### src/rtl/pipe_pkg.sv
// Shared pipeline definitions: control-bundle bit positions, default field widths
// and the EX->MEM payload layout at those default widths.
package pipe_pkg;

    localparam int unsigned DATA_W_DEF = 32;
    localparam int unsigned REG_W_DEF  = 5;
    localparam int unsigned CTRL_W_DEF = 4;
    localparam int unsigned CNT_W_DEF  = 16;

    localparam int unsigned CTRL_MEM_READ   = 0;
    localparam int unsigned CTRL_MEM_WRITE  = 1;
    localparam int unsigned CTRL_REG_WRITE  = 2;
    localparam int unsigned CTRL_MEM_TO_REG = 3;

    typedef struct packed {
        logic [DATA_W_DEF-1:0] alu;
        logic [REG_W_DEF-1:0]  rd;
        logic [REG_W_DEF-1:0]  rt;
        logic [DATA_W_DEF-1:0] dato_b;
        logic [CTRL_W_DEF-1:0] ctrl;
    } ex_mem_payload_t;

endpackage

### src/rtl/pipe_skid_reg.sv
// Generic two-entry (main + skid) pipeline register with valid/ready handshake
// and synchronous flush. State advances on the falling clock edge.
module pipe_skid_reg
    import pipe_pkg::*;
#(
    parameter int unsigned W = 8
) (
    input  logic         clk,
    input  logic         reset,
    input  logic         in_valid,
    output logic         in_ready,
    input  logic [W-1:0] in_data,
    input  logic         flush,
    output logic         out_valid,
    input  logic         out_ready,
    output logic [W-1:0] out_data
);

    logic         main_valid_q, main_valid_d;
    logic         skid_valid_q, skid_valid_d;
    logic         ready_q, ready_d;
    logic [W-1:0] main_q, main_d;
    logic [W-1:0] skid_q, skid_d;
    logic         acc;
    logic         pop;

    assign acc = in_valid & ready_q;
    assign pop = main_valid_q & out_ready;

    // Next-state: flush wins, then fill/refill main, overflow into skid.
    always_comb begin
        main_valid_d = main_valid_q;
        skid_valid_d = skid_valid_q;
        main_d       = main_q;
        skid_d       = skid_q;
        if (flush) begin
            main_valid_d = 1'b0;
            skid_valid_d = 1'b0;
        end else if (!main_valid_q) begin
            if (acc) begin
                main_d       = in_data;
                main_valid_d = 1'b1;
            end
        end else if (pop) begin
            if (skid_valid_q) begin
                main_d       = skid_q;
                skid_valid_d = 1'b0;
            end else if (acc) begin
                main_d       = in_data;
            end else begin
                main_valid_d = 1'b0;
            end
        end else if (acc) begin
            skid_d       = in_data;
            skid_valid_d = 1'b1;
        end
        ready_d = ~skid_valid_d;
    end

    always_ff @(negedge clk or posedge reset) begin
        if (reset) begin
            main_valid_q <= 1'b0;
            skid_valid_q <= 1'b0;
            ready_q      <= 1'b1;
            main_q       <= '0;
            skid_q       <= '0;
        end else begin
            main_valid_q <= main_valid_d;
            skid_valid_q <= skid_valid_d;
            ready_q      <= ready_d;
            main_q       <= main_d;
            skid_q       <= skid_d;
        end
    end

    assign in_ready  = ready_q;
    assign out_valid = main_valid_q;
    assign out_data  = main_q;

endmodule

### src/rtl/ex_mem_stage.sv
// EX->MEM pipeline boundary: packs the EX fields into a skid register and
// counts (saturating) the cycles MEM holds off a valid entry.
module ex_mem_stage
    import pipe_pkg::*;
#(
    parameter int unsigned DATA_W = DATA_W_DEF,
    parameter int unsigned REG_W  = REG_W_DEF,
    parameter int unsigned CTRL_W = CTRL_W_DEF,
    parameter int unsigned CNT_W  = CNT_W_DEF
) (
    input  logic              clk,
    input  logic              reset,
    input  logic              in_valid,
    output logic              in_ready,
    input  logic [DATA_W-1:0] in_alu,
    input  logic [REG_W-1:0]  in_rd,
    input  logic [REG_W-1:0]  in_rt,
    input  logic [DATA_W-1:0] in_dato_b,
    input  logic [CTRL_W-1:0] in_ctrl,
    input  logic              flush,
    output logic              out_valid,
    input  logic              out_ready,
    output logic [DATA_W-1:0] out_alu,
    output logic [REG_W-1:0]  out_rd,
    output logic [REG_W-1:0]  out_rt,
    output logic [DATA_W-1:0] out_dato_b,
    output logic [CTRL_W-1:0] out_ctrl,
    output logic [CNT_W-1:0]  stall_count
);

    typedef struct packed {
        logic [DATA_W-1:0] alu;
        logic [REG_W-1:0]  rd;
        logic [REG_W-1:0]  rt;
        logic [DATA_W-1:0] dato_b;
        logic [CTRL_W-1:0] ctrl;
    } payload_t;

    localparam int unsigned     PAYLOAD_W = $bits(payload_t);
    localparam logic [CNT_W-1:0] CNT_MAX  = '1;

    payload_t         in_pl;
    payload_t         out_pl;
    logic [CNT_W-1:0] stall_q;

    always_comb begin
        in_pl        = '0;
        in_pl.alu    = in_alu;
        in_pl.rd     = in_rd;
        in_pl.rt     = in_rt;
        in_pl.dato_b = in_dato_b;
        in_pl.ctrl   = in_ctrl;
    end

    pipe_skid_reg #(
        .W (PAYLOAD_W)
    ) u_skid (
        .clk       (clk),
        .reset     (reset),
        .in_valid  (in_valid),
        .in_ready  (in_ready),
        .in_data   (in_pl),
        .flush     (flush),
        .out_valid (out_valid),
        .out_ready (out_ready),
        .out_data  (out_pl)
    );

    // Backpressure counter; a flushed edge is not a stall.
    always_ff @(negedge clk or posedge reset) begin
        if (reset) begin
            stall_q <= '0;
        end else if (out_valid && !out_ready && !flush && (stall_q != CNT_MAX)) begin
            stall_q <= stall_q + CNT_W'(1);
        end
    end

    assign out_alu     = out_pl.alu;
    assign out_rd      = out_pl.rd;
    assign out_rt      = out_pl.rt;
    assign out_dato_b  = out_pl.dato_b;
    assign out_ctrl    = out_pl.ctrl;
    assign stall_count = stall_q;

endmodule

### config.mk
export PLATFORM = sky130hd
export DESIGN_NAME = ex_mem_stage
export DESIGN_NICKNAME = d
export VERILOG_FILES = /design/src/rtl/pipe_pkg.sv /design/src/rtl/pipe_skid_reg.sv /design/src/rtl/ex_mem_stage.sv
export SDC_FILE = /design/constraint.sdc
export NUM_CORES = 1
export LEC_CHECK = 0
export BUFFER_PORTS_ARGS = -buffer_cell sky130_fd_sc_hd__buf_2
export CELL_PAD_IN_SITES_DETAIL_PLACEMENT = 0
export CELL_PAD_IN_SITES_GLOBAL_PLACEMENT = 1
export CORE_MARGIN = 1.5
export CORE_UTILIZATION = 43
export CTS_CLUSTER_SIZE = 12
export DETAILED_ROUTE_END_ITERATION = 6
export GPL_TIMING_DRIVEN = 0
export PLACE_DENSITY = 0.89
export SETUP_SLACK_MARGIN = 0.5
export SLEW_MARGIN = 40
export SYNTH_ARGS = -nofsm -noshare
export SYNTH_HDL_FRONTEND = slang
export SYNTH_HIERARCHICAL = 1
export SYNTH_SLANG_ARGS = --single-unit
### constraint.sdc
create_clock -name clk -period 5.15 [get_ports clk]
set_clock_uncertainty 0.05 [all_clocks]
set_input_delay 0.515 -clock clk [delete_from_list [all_inputs] [get_ports clk]]
set_output_delay 0.515 -clock clk [all_outputs]
set_load 0.01 [all_outputs]
==> results.cfg <==
[setup_path]
crit_start = flush
worst_path_most_repeated_cell = buf_2
critPathLaunchType = input pin
worstRegToRegCells = 5
path_max_fanout = 10
worstSetupPathDepth = 6
endpoint_kind = flip-flop
r2r-start = u_skid/in_ready
cpMaxStageDelayCell = and4b_1
worst_path_dominant_cell_family = buffers and inverters
crit_buf_inv = 3
path_class = in -> reg
slowest_delay_ns = 0.36
worstPathCellList = buf_2 > and4b_1 > buf_2 > clkbuf_1 > and2_1 > a221o_1
crit_arrival_ns = 2.02
critPathRequiredTime_ns = 2.75

[power_and_ir_drop]
p_leak_nw = 4.50
ir_drop_mv = 0.239
power_density_nw_per_um2 = 425

[layout]
final_cell_mix = buf_2, dfrtn_1, a221o_1
area_delta_synth_final_pct = 27.4
finalInstanceArea_sq_um = 9230
drive_gt1_frac = 0.448
nNetsFinal = 801
final_common_cell = buf_2

[global_routing]
grtUsageMet1 = 0.263
track_usage = 0.196
first_global_vias = 5363
grt_max_degree = 28
grt.busiest_layer = met2
grt_pass1_wl_mm = 27.6
grt_util_met2 = 0.317
globalRouteOverflowTotal = 0
use_met3 = 0.0506
antenna_found_initial = 1

[synth]
synth_top_family_by_area = multiplexers
synth_fa_ha_area_frac = 0.00173
synth.ff_latch_count = 175
yosysTopAreaCell = dfrtn_1
yosys.area.top_type_share = 0.601
yosysSeqAreaShare = 0.604
synth_compound_area_frac = 0.118
syn_nets = 596
syn-cell-area_sq_um = 7250
synth_cells = 512
muxShareOfSynthArea = 0.123
synth-simple-area-share = 0.108
synth-xor-area-share = 0.0169
synth.distinct_cells = 43
synth.area.top_cells = dfrtn_1, mux2_2, a221o_1, and2_1, xor2_1
synth.avg_cell_area_sq_um = 14.2
yosysWarnings = 6

[timing]
hold_viol = 0
max_slew.worst_pin.slew_ns = 0.624
setup_tns_ns = 0
setup_viol = 0
slew_viol_final = 0
grt_setup_unrepaired = false
setup_slack_ns = 0.734
max-slew-margin-rel = 0.583

[route]
wl_per_cell_um = 17.8
drt_pass1_iterations = 4
avgViaCountPerCell = 5.43
vias = 5160
route.detailed.drc = 0
drt_iter0_markers = 182
drtAntennaViolNets = 0
wl_mm = 17.0

[placed_design]
pre_cts_ws_ns = 0.0122
dp_hpwl_mm = 12.2
io_buffer_count = 178
placed_area_sq_um = 8590
gp_congestion = 0.799

[outcome]
run_status = finished clean

[cts]
clk_latency_ns = 0.44
clk_pin_slew_worst_paths_ns = 0.05
hold_buffers = 0
cts_tree = yes
clock_tree.root_cell = clkbuf_16
htree_levels = 4
cts_made_buffers = 17
clock_path_buffers = 2
clock-sinks = 175
cts-resized-gates = 0
cts_setup_buffers = 1

[min_path]
hold_path_startpoint = u_skid/skid_q[65]
hp-class = reg -> reg
whs_path_depth = 1

[floorplanning]
start_util = 0.439
die_x_um = 133
dieHeight_um = 133
ios = 179
num_rows = 47
die-area_sq_um = 17600
core_area_sq_um = 16500

[job]
drv_cap = 0
-- layout make-up --
cell class              instances  area (sq um)
multi-input cells             298          2670
clock buffers                  17           425
fillers                      1371          7290
inverters                       4          18.8
flip-flops and latches        175          4380
repair buffers                186          1070
diodes                          1          2.50
clock inverters                16           211
plain buffers                  34           180
well taps                     220           275
-- logic make-up after synthesis --
group,Yosys count
AOI/OAI and AO/OA,88
xor gates and xnor gates,14
adders and majority gates,1
buffers and inverters,39
DFF,175
muxes,79
and+or+nand+nor,116
-- state kept, by name, indices dropped and copies added (netlist names) --
| name | count |
|---|---|
| u_skid/out_data | 78 |
| u_skid/skid_q | 78 |
| stall_count | 16 |
| u_skid/in_ready | 1 |
| u_skid/out_valid | 1 |
| u_skid/skid_valid_q | 1 |
-- routing by layer --
layer | share of wire | vias to the layer above
met5 | 0 | -
met2 | 0.49 | 159
met4 | 0.012 | 0
met3 | 0.050 | 17
met1 | 0.45 | 2649
li1 | - | 2335
-- synthesized netlist by cell type, drive strengths merged --
cell type	instances
xor2	10
and2	78
a211oi	1
nand2b	3
o2111ai	1
buf	19
a31oi	2
nand3	6
dfstp	1
clkbuf	15
o21ai	1
a21oi	2
a221o	79
mux2	79
o211ai	1
xnor2	4
nor2	2
nor4	4
and4	1
and3	1
nor3	6
nand4	4
or3b	1
inv	5
nor4b	3
ha	1
dfrtn	174
a211o	1
nor3b	1
nand2	5
and4b	1
-- stage by stage --
step                hold slack (ns)  instances   util  power, mW
floorplan                     0.360        512      -       2.26
global placement              0.370        910  0.509       2.51
detailed placement            0.377        917  0.520       2.57
CTS                           0.377        950  0.558       3.97
global route                  0.396        951  0.559       4.12
finish                        0.380        951  0.559       3.92
-- power breakdown --
part / switching, mW / internal (mW)
sequential: 0.168 / 1.71
combinational: 0.300 / 0.370
clock: 0.558 / 0.823
-- worst reg2reg max path, cell delays in order, from the launching register on --
cell	delay, ns
dfstp_2	0.54
nand2_1	0.14
nor4b_4	0.29
buf_2	0.30
buf_4	0.26
mux2_2	0.36
-- worst paths after layout --
kind	end	slack [ns]
max	u_skid/out_data[2]	0.73
min	u_skid/skid_q[65]	0.38
max reg2reg	u_skid/skid_q[67]	3.00
min reg2reg	u_skid/skid_q[65]	0.38
max in group asynchronous	u_skid/out_data[13]	1.50
min in group asynchronous	u_skid/out_valid	2.53
Power figures use the tool's default switching activity.
